[src/rtl/imem_loader_if.sv]
// imem_loader_if: groups the loader's host byte stream, control and instruction-memory write
// signals.
//   rx_valid/rx_data/rx_ready : byte stream handshake from the host link
//   start                     : restart pulse for a new load
//   imem_we/imem_addr/imem_wdata : instruction-memory write port
//   core_rst/load_done/load_err  : pipeline reset and load status
// Modports: master = loader side, slave = host/memory side.
interface imem_loader_if #(
    parameter int unsigned ADDR_WIDTH = 10
);
    logic                  rx_valid;
    logic [7:0]            rx_data;
    logic                  rx_ready;
    logic                  start;
    logic                  imem_we;
    logic [ADDR_WIDTH-1:0] imem_addr;
    logic [31:0]           imem_wdata;
    logic                  core_rst;
    logic                  load_done;
    logic                  load_err;

    modport master (
        input  rx_valid, rx_data, start,
        output rx_ready, imem_we, imem_addr, imem_wdata, core_rst, load_done, load_err
    );

    modport slave (
        output rx_valid, rx_data, start,
        input  rx_ready, imem_we, imem_addr, imem_wdata, core_rst, load_done, load_err
    );
endinterface

[src/rtl/imem_loader.sv]
// imem_loader: receives a length-prefixed byte image from a host link, assembles little-endian
// 32-bit words, writes them to consecutive instruction-memory word addresses, and verifies an
// XOR checksum over the data bytes. The core is held in reset until the load succeeds.
// Ports:
//   clk : system clock
//   rst : asynchronous active-high reset
//   bus : imem_loader_if.master (byte stream in, start pulse in, imem write port and status out)
module imem_loader #(
    parameter int unsigned ADDR_WIDTH = 10
) (
    input  logic          clk,
    input  logic          rst,
    imem_loader_if.master bus
);

    typedef enum logic [2:0] {
        StLen0, StLen1, StData, StWrite, StCsum, StDone, StErr
    } stateT;

    localparam logic [16:0] Capacity = 17'(2 ** ADDR_WIDTH);

    stateT                 stateQ, stateD;
    logic [7:0]            lenLo;
    logic [15:0]           len;
    logic [1:0]            byteCnt;
    logic [ADDR_WIDTH-1:0] wordCnt;
    logic [31:0]           wordBuf;
    logic [7:0]            csum;
    logic                  imemWeQ;
    logic [ADDR_WIDTH-1:0] imemAddrQ;
    logic [31:0]           imemWdataQ;

    logic                  rxReady, coreRst, loadDone, loadErr;
    logic                  accept;
    logic [15:0]           nextLen;
    logic                  lastWord;

    assign accept   = bus.rx_valid & rxReady;
    assign nextLen  = {bus.rx_data, lenLo};
    assign lastWord = (16'(wordCnt) == (len - 16'd1));

    // State register
    always_ff @(posedge clk or posedge rst) begin
        if (rst) begin
            stateQ <= StLen0;
        end else begin
            stateQ <= stateD;
        end
    end

    // Next-state logic
    always_comb begin
        stateD = stateQ;
        case (stateQ)
            StLen0:  if (accept) stateD = StLen1;
            StLen1: begin
                if (accept) begin
                    if ({1'b0, nextLen} > Capacity) begin
                        stateD = StErr;
                    end else if (nextLen == 16'd0) begin
                        stateD = StCsum;
                    end else begin
                        stateD = StData;
                    end
                end
            end
            StData:  if (accept && (byteCnt == 2'd3)) stateD = StWrite;
            StWrite: stateD = lastWord ? StCsum : StData;
            StCsum:  if (accept) stateD = (bus.rx_data == csum) ? StDone : StErr;
            StDone:  if (bus.start) stateD = StLen0;
            StErr:   if (bus.start) stateD = StLen0;
            default: stateD = StLen0;
        endcase
    end

    // Moore outputs; rx_ready depends on state only
    always_comb begin
        rxReady  = 1'b0;
        coreRst  = 1'b1;
        loadDone = 1'b0;
        loadErr  = 1'b0;
        case (stateQ)
            StLen0, StLen1, StData, StCsum: rxReady = 1'b1;
            StDone: begin
                coreRst  = 1'b0;
                loadDone = 1'b1;
            end
            StErr:   loadErr = 1'b1;
            default: ;
        endcase
    end

    // Datapath: length, assembly buffer, checksum, counters and registered write port
    always_ff @(posedge clk or posedge rst) begin
        if (rst) begin
            lenLo      <= '0;
            len        <= '0;
            byteCnt    <= '0;
            wordCnt    <= '0;
            wordBuf    <= '0;
            csum       <= '0;
            imemWeQ    <= 1'b0;
            imemAddrQ  <= '0;
            imemWdataQ <= '0;
        end else begin
            case (stateQ)
                StLen0: if (accept) lenLo <= bus.rx_data;
                StLen1: if (accept) len <= nextLen;
                StData: begin
                    if (accept) begin
                        wordBuf[{byteCnt, 3'b000} +: 8] <= bus.rx_data;
                        csum    <= csum ^ bus.rx_data;
                        byteCnt <= byteCnt + 2'd1;
                        // Load the write port on the way into WRITE so the strobe is registered
                        if (byteCnt == 2'd3) begin
                            imemWeQ    <= 1'b1;
                            imemAddrQ  <= wordCnt;
                            imemWdataQ <= {bus.rx_data, wordBuf[23:0]};
                        end
                    end
                end
                StWrite: begin
                    imemWeQ <= 1'b0;
                    wordCnt <= wordCnt + 1'b1;
                end
                StDone, StErr: begin
                    if (bus.start) begin
                        byteCnt   <= '0;
                        wordCnt   <= '0;
                        csum      <= '0;
                        imemAddrQ <= '0;
                    end
                end
                default: ;
            endcase
        end
    end

    assign bus.rx_ready   = rxReady;
    assign bus.imem_we    = imemWeQ;
    assign bus.imem_addr  = imemAddrQ;
    assign bus.imem_wdata = imemWdataQ;
    assign bus.core_rst   = coreRst;
    assign bus.load_done  = loadDone;
    assign bus.load_err   = loadErr;

endmodule

[src/flat_wrapper.sv]
// flat-port wrapper written by rule: the top's interface ports become plain ports
module imem_loader_flat 
#(
    parameter int unsigned ADDR_WIDTH = 10
)
  (clk, rst, bus_rx_valid, bus_rx_data, bus_start, bus_rx_ready, bus_imem_we, bus_imem_addr, bus_imem_wdata, bus_core_rst, bus_load_done, bus_load_err);
  imem_loader_if #(.ADDR_WIDTH(ADDR_WIDTH)) bus_i ();
  input  logic clk;
  input  logic rst;
  input wire logic [$bits(bus_i.rx_valid)-1:0] bus_rx_valid;
  input wire logic [$bits(bus_i.rx_data)-1:0] bus_rx_data;
  input wire logic [$bits(bus_i.start)-1:0] bus_start;
  output wire logic [$bits(bus_i.rx_ready)-1:0] bus_rx_ready;
  output wire logic [$bits(bus_i.imem_we)-1:0] bus_imem_we;
  output wire logic [$bits(bus_i.imem_addr)-1:0] bus_imem_addr;
  output wire logic [$bits(bus_i.imem_wdata)-1:0] bus_imem_wdata;
  output wire logic [$bits(bus_i.core_rst)-1:0] bus_core_rst;
  output wire logic [$bits(bus_i.load_done)-1:0] bus_load_done;
  output wire logic [$bits(bus_i.load_err)-1:0] bus_load_err;
  assign bus_i.rx_valid = bus_rx_valid;
  assign bus_i.rx_data = bus_rx_data;
  assign bus_i.start = bus_start;
  assign bus_rx_ready = bus_i.rx_ready;
  assign bus_imem_we = bus_i.imem_we;
  assign bus_imem_addr = bus_i.imem_addr;
  assign bus_imem_wdata = bus_i.imem_wdata;
  assign bus_core_rst = bus_i.core_rst;
  assign bus_load_done = bus_i.load_done;
  assign bus_load_err = bus_i.load_err;
  imem_loader #(.ADDR_WIDTH(ADDR_WIDTH)) u_core (.clk(clk), .rst(rst), .bus(bus_i));
endmodule
[config.mk]
export PLATFORM = sky130hd
export DESIGN_NAME = imem_loader_flat
export DESIGN_NICKNAME = d
export VERILOG_FILES = /design/src/rtl/imem_loader_if.sv /design/src/rtl/imem_loader.sv /design/src/flat_wrapper.sv
export SDC_FILE = /design/constraint.sdc
export NUM_CORES = 1
export LEC_CHECK = 0
export BUFFER_PORTS_ARGS = -buffer_cell sky130_fd_sc_hd__buf_2
export CAP_MARGIN = 0
export CELL_PAD_IN_SITES_DETAIL_PLACEMENT = 1
export CELL_PAD_IN_SITES_GLOBAL_PLACEMENT = 2
export CORE_MARGIN = 3
export CORE_UTILIZATION = 39
export DETAILED_ROUTE_END_ITERATION = 12
export PLACE_DENSITY_LB_ADDON = 0.1
export SYNTH_ARGS = -nofsm -noshare
export SYNTH_HDL_FRONTEND = slang
export SYNTH_SLANG_ARGS = --single-unit
[constraint.sdc]
create_clock -name clk -period 5.7 [get_ports clk]
set_input_delay 1.14 -clock clk [delete_from_list [all_inputs] [get_ports clk]]
set_output_delay 1.14 -clock clk [all_outputs]
set_load 0.05 [all_outputs]
==> results of run 1 <==
state kept, by name (all words and copies together) (netlist names):
name                   count
u_core.stateQ              3
u_core.csum                8
u_core.wordBuf            24
u_core.lenLo               8
u_core.bus.imem_wdata     32
u_core.bus.imem_we         1
u_core.byteCnt             2
u_core.len                16
u_core.wordCnt            10
u_core.bus.imem_addr      10
cells in the mapped netlist (2+ instances only):
cell and number:
sky130_fd_sc_hd__xor2_1 16, sky130_fd_sc_hd__a21oi_1 3, sky130_fd_sc_hd__nor2b_1 3, sky130_fd_sc_hd__clkbuf_1 26, sky130_fd_sc_hd__nand3_1 15, sky130_fd_sc_hd__and4_1 2
sky130_fd_sc_hd__nor3_1 3, sky130_fd_sc_hd__o21ai_0 52, sky130_fd_sc_hd__nor2_1 33, sky130_fd_sc_hd__nand2_1 195, sky130_fd_sc_hd__nand4_1 3, sky130_fd_sc_hd__nor3b_1 5
sky130_fd_sc_hd__and2_1 3, sky130_fd_sc_hd__o211ai_1 2, sky130_fd_sc_hd__nor4_1 6, sky130_fd_sc_hd__nand2b_1 2, sky130_fd_sc_hd__mux2_2 22, sky130_fd_sc_hd__nor4b_1 2
sky130_fd_sc_hd__buf_2 5, sky130_fd_sc_hd__ha_1 7, sky130_fd_sc_hd__dfrtp_1 114, sky130_fd_sc_hd__o31ai_1 3, sky130_fd_sc_hd__buf_6 2, sky130_fd_sc_hd__nor4_2 2
sky130_fd_sc_hd__a21o_1 2, sky130_fd_sc_hd__inv_1 9, sky130_fd_sc_hd__or2_2 2, sky130_fd_sc_hd__xnor2_1 12, sky130_fd_sc_hd__o2111a_1 2, sky130_fd_sc_hd__a31oi_1 4
sky130_fd_sc_hd__o41ai_1 2
kinds of logic after synthesis:
kind of cell / Yosys count / share of synthesized area
buffers and inverters: 42 / 0.03357
XOR/XNOR: 28 / 0.04601
multiplexers: 23 / 0.04836
adder cells (fa/ha/maj): 7 / 0.01643
flip-flops: 114 / 0.5352
AO/OA/AOI/OAI: 79 / 0.08779
AND/OR/NAND/NOR: 285 / 0.2326
per-stage QoR:
stage / utilization / cells / area (sq um) / total power [mW] / worst slack, ps
floorplan: - / 578 / 5330 / 2.542 / 1544
global placement: 0.4306 / 782 / 5725 / 2.839 / 2373
detailed placement: 0.4306 / 782 / 5725 / 2.902 / 2257
CTS: 0.4814 / 814 / 6400 / 4.142 / 2661
global route: 0.4814 / 814 / 6400 / 4.385 / 2382
finish: 0.4814 / 814 / 6400 / 4.088 / 2688
area by class of cell:
class | count | area, sq um
well taps | 176 | 220.2
clock buffers | 18 | 439.2
fillers | 1528 | 6895
repair buffers | 61 | 312.8
inverters | 9 | 36.28
flip-flops and latches | 114 | 2853
multi-input cells | 422 | 2303
clock inverters | 14 | 235.2
report_power, final:
part           switching, mW  internal, mW  total, mW
Clock                  0.379         0.828       1.21
Combinational           1.02         0.477       1.50
Sequential             0.270          1.12       1.39
per-layer routing:
| layer | routed length, microns | global-route usage | part of all wire | vias up |
|---|---|---|---|---|
| li1 | - | - | - | 2009 |
| met1 | 6323 | 0.2522 | 0.48 | 2052 |
| met2 | 6337 | 0.3123 | 0.48 | 55 |
| met3 | 455 | 0.04941 | 0.034 | 17 |
| met4 | 182 | 0.06718 | 0.014 | 0 |
| met5 | 0 | 0 | 0 | - |
worst max path at each step:
stage / to / start / cells after the start / slack (ps)
after floorplan: u_core.bus.imem_addr[0] / rst / 1 / 1540
after global placement: u_core.bus.imem_wdata[16] / bus_rx_valid / 6 / 2370
after detailed placement: u_core.bus.imem_wdata[26] / bus_rx_valid / 6 / 2260
final: u_core.bus.imem_wdata[31] / bus_rx_valid / 6 / 2690
after global routing: u_core.bus.imem_wdata[31] / bus_rx_valid / 6 / 2380
after CTS: u_core.bus.imem_wdata[26] / bus_rx_valid / 6 / 2660
worst min-delay path: cells and delay by family, from the launching register on:
family	cells	cell delay, ps
simple gates	2	90
flops	1	340
==> impl_table.tex, run 1 <==
\begin{tabular}{lr}
\hline
Metric & Value \\
\hline
\multicolumn{2}{l}{\textbf{Outcome}} \\
\quad Run status & finished, final reports clean \\
\multicolumn{2}{l}{\textbf{Clocking}} \\
\quad TritonCTS clock tree & yes \\
\quad CTS buffer count & 17 \\
\quad Total clock sinks & 114 \\
\quad Count of buffers added by post-CTS timing repair for setup & 0 \\
\quad Buffers from clock root to sink, at most & 2 \\
\quad Cell at the root of the clock tree & sky130\_fd\_sc\_hd\_\_clkbuf\_16 \\
\quad Clock transition at path regs & 50 ps \\
\quad \# H-tree levels & 4 \\
\quad CTS-repair resized insts & 0 \\
\quad Count of hold buffers inserted by post-cts repair & 0 \\
\quad Clock latency reported for the late side of the worst-skew pair & 430 ps \\
\multicolumn{2}{l}{\textbf{Worst hold path}} \\
\quad Worst Hold Endpoint & u\_core.bus.imem\_addr[6] \\
\quad Worst hold path cell count & 2 \\
\quad Min-Delay Startpoint & u\_core.bus.imem\_addr[6] \\
\quad Worst min path class & reg -> reg \\
\multicolumn{2}{l}{\textbf{Detailed routing}} \\
\quad Avg WL per Cell & 16.34 microns \\
\quad 1st-pass router iterations & 4 \\
\quad WL final & 13.30 mm \\
\quad Via total after detailed routing & 4,133 \\
\quad Number of nets with antenna violations after routing & 0 \\
\quad Vias per cell & 5.077 \\
\quad DRT iter0 DRCs & 149 \\
\quad Drc violations & 0 \\
\multicolumn{2}{l}{\textbf{Setup path}} \\
\quad Reg-to-reg endpoint & u\_core.bus.imem\_wdata[31] \\
\quad Cell type with the highest occurrence count on the critical path & sky130\_fd\_sc\_hd\_\_nand2\_1 \\
\quad Count of buffer and inverter cells on the critical path & 1 \\
\quad CP peak stage delay & 820 ps \\
\quad Arrival time reported for the critical path endpoint & 3320 ps \\
\quad Max Fanout on Critical Path & 32 \\
\quad Type of element launching the critical path & input pin \\
\quad Crit-path cells & buf\_2 -> nor3b\_1 -> and2\_1 -> nand2\_1 -> nand2\_1 -> nand2\_1 \\
\quad Crit path required time & 6000 ps \\
\quad Source of the worst register-to-register timing path & u\_core.stateQ[2] \\
\quad Cell depth of the worst flop-to-flop path & 5 \\
\quad Reg2Reg Setup Slack & 2940 ps \\
\quad Kind of cell adding the most delay to the critical path & simple AND/OR/NAND/NOR gates \\
\quad Crit Path Category & in -> reg \\
\quad CP max-delay cell & sky130\_fd\_sc\_hd\_\_nand2\_1 \\
\quad Critical path endpoint category & flop \\
\multicolumn{2}{l}{\textbf{Synthesis}} \\
\quad Syn Std Cell Area & 5330 sq um \\
\quad Largest area contributor in the netlist & sky130\_fd\_sc\_hd\_\_dfrtp\_1 \\
\quad Post-synth top area share & 0.5352 \\
\quad Post-synthesis cell count & 578 \\
\quad Mean cell area of the mapped netlist & 9.222 sq um \\
\quad Seq cells post-synth & 114 \\
\quad Main area contributors after synthesis & sky130\_fd\_sc\_hd\_\_dfrtp\_1 (54\%), sky130\_fd\_sc\_hd\_\_nand2\_1 (14\%), sky130\_fd\_sc\_hd\_\_o21ai\_0 (4.9\%) \\
\quad Share of synthesized area occupied by flip-flops and latches & 0.5352 \\
\quad Post-synthesis async set-or-reset flop share & 1.000 \\
\quad Post-Synthesis Net Count & 597 \\
\quad Total number of yosys warnings & 0 \\
\quad Number of flops mapped to enable cells by yosys & 0 \\
\quad Unique masters post-synth & 50 \\
\quad Dominant register cell in the synthesized netlist & sky130\_fd\_sc\_hd\_\_dfrtp\_1 \\
\multicolumn{2}{l}{\textbf{Placed design}} \\
\quad DPL Wire Length & 8.958 mm \\
\quad Placer's final routability congestion estimate & 0.7903 \\
\quad Count of input and output buffers & 58 \\
\multicolumn{2}{l}{\textbf{GRT}} \\
\quad Global route total overflow & 0 \\
\quad Initial antenna violation count & 0 \\
\quad Pin count of the biggest net entering global routing & 73 \\
\quad All-Layer GR Usage & 0.1930 \\
\quad Global-route wire length before repair & 22.07 mm \\
\quad Via count of the first global-routing pass & 4,273 \\
\multicolumn{2}{l}{\textbf{Timing}} \\
\quad Final Hold Vio Count & 0 \\
\quad RSZ-0062 raised after global routing & false \\
\quad Worst-case headroom to the max-slew limit & 0.2265 \\
\quad Layout Skew & 9.012 ps \\
\quad Post-route clock period utilization & 0.5285 \\
\quad Highest Clock Rate & 0.3320 GHz \\
\quad Fin crit period & 3012 ps \\
\quad Worst hold margin & 462.1 ps \\
\quad Worst-margin pin slew & 1157 ps \\
\quad Max-slew violation count & 0 \\
\quad Setup-violating endpoint count in the final report & 0 \\
\quad Sum of negative setup slack & 0 ps \\
\multicolumn{2}{l}{\textbf{Floorplan}} \\
\quad Full die area & 15,110 sq um \\
\quad FP Rows & 42 \\
\quad DIE WIDTH & 122.9 microns \\
\quad Ports & 59 \\
\quad Starting density of the core & 0.4009 \\
\quad Std-Cell Core Area & 13,300 sq um \\
\quad Chip Height & 122.9 microns \\
\multicolumn{2}{l}{\textbf{Finish}} \\
\quad Most frequent standard cell in the layout excluding fill and tap cells & sky130\_fd\_sc\_hd\_\_nand2\_1 \\
\quad Leading cell types in the layout, fill and taps excluded & sky130\_fd\_sc\_hd\_\_nand2\_1 (195), sky130\_fd\_sc\_hd\_\_dfrtp\_1 (114), sky130\_fd\_sc\_hd\_\_buf\_2 (58) \\
\quad Synthesis-to-finish area growth & 20.07\% \\
\quad Share of layout cells above drive strength 1 & 0.1975 \\
\quad Count of inserted antenna diode cells & 0 \\
\quad NumNets Final & 644 \\
\multicolumn{2}{l}{\textbf{Pwr}} \\
\quad Pwr/cell area & 638.8 nW/um\^{}2 \\
\quad Worst-case vdd ir drop & 0.0002511 V \\
\quad LEAKAGE & 3.153 nW \\
\multicolumn{2}{l}{\textbf{Flow run}} \\
\quad Max Cap Violations & 0 \\
\hline
\end{tabular}
(Power assumes the default switching activity.)
==> inputs of run 2 (changes only) <==
--- a/config.mk
+++ b/config.mk
@@ -10,7 +10,7 @@
 export CELL_PAD_IN_SITES_DETAIL_PLACEMENT = 1
 export CELL_PAD_IN_SITES_GLOBAL_PLACEMENT = 2
 export CORE_MARGIN = 3
-export CORE_UTILIZATION = 39
+export CORE_UTILIZATION = 36
 export DETAILED_ROUTE_END_ITERATION = 12
 export PLACE_DENSITY_LB_ADDON = 0.1
 export SYNTH_ARGS = -nofsm -noshare
==> constraint.sdc (replaced) <==
create_clock -name clk -period 3 [get_ports clk]
set_input_delay 0.6 -clock clk [delete_from_list [all_inputs] [get_ports clk]]
set_output_delay 0.6 -clock clk [all_outputs]
set_load 0.05 [all_outputs]
==> run 2 against run 1 <==
Effect of this change: utilization fell by 3.1 points; combinational power rose by 96%; register-to-register slack got worse by 2300 ps; largest cell class unchanged; largest power group unchanged.
==> impl_table.tex, run 2 (synthesis results as in run 1) <==
\begin{tabular}{lr}
\hline
Metric & Value \\
\hline
\multicolumn{2}{l}{\textbf{Pwr}} \\
\quad LEAKAGE & 3.164 nW \\
\quad Clock network fraction of total power & 0.263 \\
\quad Switching power & 3.168 mW \\
\quad Pwr/cell area & 1183 nW/um\^{}2 \\
\quad Seq pwr share & 0.349 \\
\quad Switching fraction of total power & 0.4183 \\
\quad Worst-case vdd ir drop & 0.0004901 V \\
\quad Combinational power share & 0.388 \\
\quad Cell internal pwr & 4.406 mW \\
\multicolumn{2}{l}{\textbf{Setup path}} \\
\quad Crit path required time & 2400 ps \\
\quad CP peak stage delay & 610 ps \\
\quad Crit Path Category & reg -> out \\
\quad Reg-to-reg endpoint & u\_core.wordBuf[3] \\
\quad Source of the worst register-to-register timing path & u\_core.stateQ[2] \\
\quad Critical path endpoint category & output port \\
\quad Max Fanout on Critical Path & 13 \\
\quad Type of element launching the critical path & flop \\
\quad Capture point of the worst path & bus\_load\_err \\
\quad Arrival time reported for the critical path endpoint & 1790 ps \\
\quad Cell depth of the worst flop-to-flop path & 5 \\
\quad Crit-path cells & nor2b\_1 -> and2\_1 -> buf\_2 \\
\quad Reg2Reg Setup Slack & 690 ps \\
\quad CP max-delay cell & sky130\_fd\_sc\_hd\_\_dfrtp\_1 \\
\quad Critical path launch point & u\_core.stateQ[1] \\
\multicolumn{2}{l}{\textbf{Finish}} \\
\quad Share of layout cells above drive strength 1 & 0.2012 \\
\quad NumNets Final & 654 \\
\quad Flip-flop count of the largest register, all copies and words added & 32 \\
\quad Most frequent standard cell in the layout excluding fill and tap cells & sky130\_fd\_sc\_hd\_\_nand2\_1 \\
\quad Summed area of non-filler cells in the final layout & 6401 sq um \\
\quad Leading cell types in the layout, fill and taps excluded & sky130\_fd\_sc\_hd\_\_nand2\_1 (195), sky130\_fd\_sc\_hd\_\_dfrtp\_1 (114), sky130\_fd\_sc\_hd\_\_buf\_2 (58) \\
\quad Synthesis-to-finish area growth & 20.09\% \\
\quad Count of inserted antenna diode cells & 0 \\
\multicolumn{2}{l}{\textbf{Timing}} \\
\quad Max-slew violation count & 0 \\
\quad Final Hold Vio Count & 0 \\
\quad Final setup margin & 605.6 ps \\
\quad RSZ-0062 raised after global routing & false \\
\quad Fin crit period & 2394 ps \\
\quad Worst-margin pin slew & 807.2 ps \\
\quad Sum of negative setup slack & 0 ps \\
\quad Highest Clock Rate & 0.4176 GHz \\
\quad Post-route clock period utilization & 0.7981 \\
\quad Layout Skew & 11.29 ps \\
\quad Worst-case headroom to the max-slew limit & 0.4582 \\
\quad Setup-violating endpoint count in the final report & 0 \\
\multicolumn{2}{l}{\textbf{Placed design}} \\
\quad Count of input and output buffers & 58 \\
\quad DPL Wire Length & 9.405 mm \\
\quad Pre-CTS worst setup slack & 612.2 ps \\
\quad Placed instance area & 5819 sq um \\
\quad Placer's final routability congestion estimate & 0.8229 \\
\multicolumn{2}{l}{\textbf{GRT}} \\
\quad Global-route wire length before repair & 23.16 mm \\
\quad Global route total overflow & 0 \\
\quad Via count of the first global-routing pass & 4,446 \\
\quad All-Layer GR Usage & 0.1822 \\
\quad Pin count of the biggest net entering global routing & 70 \\
\quad Initial antenna violation count & 0 \\
\multicolumn{2}{l}{\textbf{Clocking}} \\
\quad Cell at the root of the clock tree & sky130\_fd\_sc\_hd\_\_clkbuf\_16 \\
\quad Clock transition at path regs & 50 ps \\
\quad Clock latency reported for the late side of the worst-skew pair & 420 ps \\
\quad CTS buffer count & 17 \\
\quad CTS-repair resized insts & 0 \\
\quad \# H-tree levels & 4 \\
\quad TritonCTS clock tree & yes \\
\quad Total clock sinks & 114 \\
\quad Buffers from clock root to sink, at most & 2 \\
\quad Count of hold buffers inserted by post-cts repair & 0 \\
\quad Count of buffers added by post-CTS timing repair for setup & 0 \\
\multicolumn{2}{l}{\textbf{Detailed routing}} \\
\quad WL final & 13.78 mm \\
\quad Drc violations & 0 \\
\quad Number of nets with antenna violations after routing & 0 \\
\quad 1st-pass router iterations & 4 \\
\quad Avg WL per Cell & 16.69 microns \\
\quad DRT iter0 DRCs & 263 \\
\quad Via total after detailed routing & 4,200 \\
\quad Vias per cell & 5.085 \\
\multicolumn{2}{l}{\textbf{Floorplan}} \\
\quad FP Rows & 43 \\
\quad DIE WIDTH & 127.7 microns \\
\quad Starting density of the core & 0.3753 \\
\quad Std-Cell Core Area & 14,200 sq um \\
\quad Chip Height & 127.7 microns \\
\quad Full die area & 16,300 sq um \\
\quad Ports & 59 \\
\multicolumn{2}{l}{\textbf{Flow run}} \\
\quad Max Cap Violations & 0 \\
\multicolumn{2}{l}{\textbf{Worst hold path}} \\
\quad Worst min path class & in -> async \\
\multicolumn{2}{l}{\textbf{Outcome}} \\
\quad Run status & finished, final reports clean \\
\hline
\end{tabular}
[run 2: per-stage QoR]
step	cells	utilization	total power [mW]	hold WS [ps]
floorplan	578	-	4.830	438.6
global placement	796	0.4097	5.497	443.9
detailed placement	796	0.4097	5.612	454.9
CTS	826	0.4507	7.672	241.8
global route	826	0.4507	8.132	276.5
finish	826	0.4507	7.574	238.5
[run 2: power groups by stage]
stage,clock network [mW],registers [mW],logic [mW]
final,1.99,2.64,2.94
after global routing,2.13,2.75,3.25
after CTS,2.05,2.65,2.98
after detailed placement,0,2.66,2.95
after global placement,0,2.63,2.86
after floorplan,0,3.12,1.71
[run 2: layer usage]
metal / wire length (microns) / vias up / track usage / share of wire
met3: 423 / 20 / 0.04333 / 0.031
met1: 6542 / 2087 / 0.2386 / 0.47
met4: 218 / 0 / 0.07054 / 0.016
met5: 0 / - / 0 / 0
li1: - / 2031 / - / -
met2: 6599 / 62 / 0.2939 / 0.48
[run 2: critical path, delay by kind of cell, from the launching register on]
kind                   cells  cell delay (ps)
buffers and inverters      1              250
DFF                        1              610
and+or+nand+nor            2              520
[run 2: area by class of cell]
class                           count  area (sq um)
Clock inverter                      4         72.57
Clock buffer                       26         509.2
Tap cell                          180         225.2
Fill cell                        1641          7802
Sequential cell                   114          2853
Timing Repair Buffer               71         400.4
Multi-Input combinational cell    422          2303
Inverter                            9         37.54
[run 2: how the worst min path moves through the flow]
stage	start	endpoint
6_report	rst	u_core.bus.imem_wdata[6]
5_1_grt	rst	u_core.bus.imem_wdata[7]
4_1_cts	rst	u_core.bus.imem_wdata[30]
3_5_place_dp	u_core.bus.imem_addr[8]	u_core.bus.imem_addr[8]
3_3_place_gp	u_core.bus.imem_addr[8]	u_core.bus.imem_addr[8]
2_1_floorplan	u_core.wordBuf[0]	u_core.bus.imem_wdata[0]
==> inputs of run 3 (changes only) <==
==> constraint.sdc (replaced) <==
create_clock -name clk -period 2.4 [get_ports clk]
set_input_delay 0.48 -clock clk [delete_from_list [all_inputs] [get_ports clk]]
set_output_delay 0.48 -clock clk [all_outputs]
set_load 0.05 [all_outputs]
==> run 3 against run 2 <==
Effect of this change: setup slack worse by 430 ps; global-route usage is 0.94 points higher; wire length rose by 2.5%; critical path type unchanged.
==> impl_table.tex, run 3 (synthesis results as in run 1) <==
\begin{tabular}{lr}
\hline
Metric & Value \\
\hline
\multicolumn{2}{l}{\textbf{Floorplan}} \\
\quad Full die area & 16,300 sq um \\
\quad Std-Cell Core Area & 14,200 sq um \\
\quad FP Rows & 43 \\
\quad Chip Height & 127.7 microns \\
\quad DIE WIDTH & 127.7 microns \\
\quad Starting density of the core & 0.3753 \\
\quad Ports & 59 \\
\multicolumn{2}{l}{\textbf{Finish}} \\
\quad Fill count & 1,638 \\
\quad Synthesis-to-finish area growth & 22.18\% \\
\quad Area used by multi-input combinational logic & 2303 sq um \\
\quad Register Area & 2853 sq um \\
\quad NumNets Final & 663 \\
\quad Share of layout cells above drive strength 1 & 0.2195 \\
\quad Count of inserted antenna diode cells & 0 \\
\quad Summed area of non-filler cells in the final layout & 6513 sq um \\
\quad Flip-flop count of the largest register, all copies and words added & 32 \\
\quad Most frequent standard cell in the layout excluding fill and tap cells & sky130\_fd\_sc\_hd\_\_nand2\_1 \\
\quad Leading cell types in the layout, fill and taps excluded & sky130\_fd\_sc\_hd\_\_nand2\_1 (195), sky130\_fd\_sc\_hd\_\_dfrtp\_1 (114), sky130\_fd\_sc\_hd\_\_buf\_2 (58) \\
\multicolumn{2}{l}{\textbf{Clocking}} \\
\quad TritonCTS clock tree & yes \\
\quad Total clock sinks & 114 \\
\quad Buffers from clock root to sink, at most & 2 \\
\quad Clock transition at path regs & 50 ps \\
\quad Count of hold buffers inserted by post-cts repair & 0 \\
\quad CTS buffer count & 17 \\
\quad \# H-tree levels & 4 \\
\quad CTS-repair resized insts & 0 \\
\quad Cell at the root of the clock tree & sky130\_fd\_sc\_hd\_\_clkbuf\_16 \\
\quad Clock latency reported for the late side of the worst-skew pair & 420 ps \\
\quad Count of buffers added by post-CTS timing repair for setup & 0 \\
\multicolumn{2}{l}{\textbf{Setup path}} \\
\quad Crit Path Category & reg -> out \\
\quad Source of the worst register-to-register timing path & u\_core.len[2] \\
\quad Critical path endpoint category & output port \\
\quad Capture point of the worst path & bus\_load\_done \\
\quad Cell depth of the worst flop-to-flop path & 6 \\
\quad Reg2Reg Setup Slack & 220 ps \\
\quad Max Fanout on Critical Path & 11 \\
\quad Arrival time reported for the critical path endpoint & 1750 ps \\
\quad Crit path required time & 1920 ps \\
\quad Reg-to-reg endpoint & u\_core.stateQ[1] \\
\quad Critical path launch point & u\_core.stateQ[0] \\
\quad Type of element launching the critical path & flop \\
\multicolumn{2}{l}{\textbf{Flow run}} \\
\quad Max Cap Violations & 0 \\
\multicolumn{2}{l}{\textbf{Timing}} \\
\quad Final Hold Vio Count & 0 \\
\quad Highest Clock Rate & 0.4490 GHz \\
\quad Worst-case headroom to the max-slew limit & 0.5702 \\
\quad Sum of negative setup slack & 0 ps \\
\quad RSZ-0062 raised after global routing & false \\
\quad Layout Skew & 6.114 ps \\
\quad Post-route clock period utilization & 0.9280 \\
\quad Final setup margin & 172.9 ps \\
\quad Max-slew violation count & 0 \\
\quad Worst-margin pin slew & 642.3 ps \\
\quad Fin crit period & 2227 ps \\
\quad Setup-violating endpoint count in the final report & 0 \\
\multicolumn{2}{l}{\textbf{GRT}} \\
\quad Global-route wire length before repair & 24.44 mm \\
\quad All-Layer GR Usage & 0.1916 \\
\quad Initial antenna violation count & 0 \\
\quad Pin count of the biggest net entering global routing & 59 \\
\quad Via count of the first global-routing pass & 4,689 \\
\quad Global route total overflow & 0 \\
\multicolumn{2}{l}{\textbf{Placed design}} \\
\quad Placer's final routability congestion estimate & 0.8090 \\
\quad Count of input and output buffers & 58 \\
\quad Pre-CTS worst setup slack & 184.2 ps \\
\quad Placed instance area & 5887 sq um \\
\quad DPL Wire Length & 10.05 mm \\
\multicolumn{2}{l}{\textbf{Detailed routing}} \\
\quad 1st-pass router iterations & 4 \\
\quad DRT iter0 DRCs & 189 \\
\quad Via total after detailed routing & 4,247 \\
\quad Avg WL per Cell & 16.90 microns \\
\quad WL final & 14.13 mm \\
\quad Number of nets with antenna violations after routing & 0 \\
\quad Drc violations & 0 \\
\quad Vias per cell & 5.080 \\
\multicolumn{2}{l}{\textbf{Pwr}} \\
\quad Cell internal pwr & 5.712 mW \\
\quad Worst-case vdd ir drop & 0.0006575 V \\
\quad Pwr/cell area & 1487 nW/um\^{}2 \\
\quad Seq pwr share & 0.338 \\
\quad Switching power & 3.971 mW \\
\quad LEAKAGE & 3.241 nW \\
\quad Clock network fraction of total power & 0.276 \\
\quad Combinational power share & 0.386 \\
\quad Switching fraction of total power & 0.4101 \\
\multicolumn{2}{l}{\textbf{Worst hold path}} \\
\quad Worst min path class & in -> async \\
\multicolumn{2}{l}{\textbf{Outcome}} \\
\quad Run status & finished, final reports clean \\
\hline
\end{tabular}
## run 3: changes by cell type in the layout (fill, tap and decap cells not counted), sizes merged
cell	previous run	this run
buf	71	80
clkbuf	26	20
clkinv	1	7
bufinv	2	4
clkinvlp	2	1
## run 3: per-stage QoR
| stage | std cells | util | hold slack [ps] | power, mW |
|---|---|---|---|---|
| after floorplan | 578 | - | 438.6 | 6.037 |
| after global placement | 805 | 0.4145 | 444.4 | 6.945 |
| after detailed placement | 805 | 0.4145 | 454.0 | 7.088 |
| after CTS | 836 | 0.4585 | 177.4 | 9.817 |
| after global routing | 836 | 0.4585 | 202.7 | 10.43 |
| final | 836 | 0.4585 | 176.8 | 9.683 |
## run 3: final cells by class
type	instances	share of cell area
Timing Repair Buffer	80	0.07185
Inverter	9	0.005764
Sequential cell	114	0.4380
Clock buffer	20	0.07166
Multi-Input combinational cell	422	0.3537
Tap cell	180	0.03458
Clock inverter	11	0.02440
## run 3: worst min-delay path by stage
| stage | to |
|---|---|
| 6_report | u_core.wordCnt[7] |
| 5_1_grt | u_core.bus.imem_addr[9] |
| 4_1_cts | u_core.wordCnt[7] |
| 3_5_place_dp | u_core.bus.imem_addr[3] |
| 3_3_place_gp | u_core.bus.imem_addr[7] |
| 2_1_floorplan | u_core.bus.imem_wdata[0] |
## run 3: power groups by stage
stage               Combinational (mW)  Clock, mW  Sequential, mW
floorplan                         2.13          0            3.91
global placement                  3.68          0            3.26
detailed placement                3.78          0            3.30
CTS                               3.80       2.73            3.28
global route                      4.17       2.85            3.40
finish                            3.74       2.67            3.27
## run 3: metal layers
| layer | vias up | global-route usage | share of wire |
|---|---|---|---|
| li1 | 2053 | - | - |
| met1 | 2125 | 0.2517 | 0.48 |
| met2 | 55 | 0.3153 | 0.48 |
| met3 | 14 | 0.03917 | 0.027 |
| met4 | 0 | 0.06929 | 0.014 |
| met5 | - | 0 | 0 |
## run 3: worst max-delay path, cell delays in order (launching register included)
cell and delay [ps]:
sky130_fd_sc_hd__dfrtp_1 540, sky130_fd_sc_hd__nor2b_1 360, sky130_fd_sc_hd__nand2_1 120, sky130_fd_sc_hd__inv_1 60, sky130_fd_sc_hd__buf_2 250
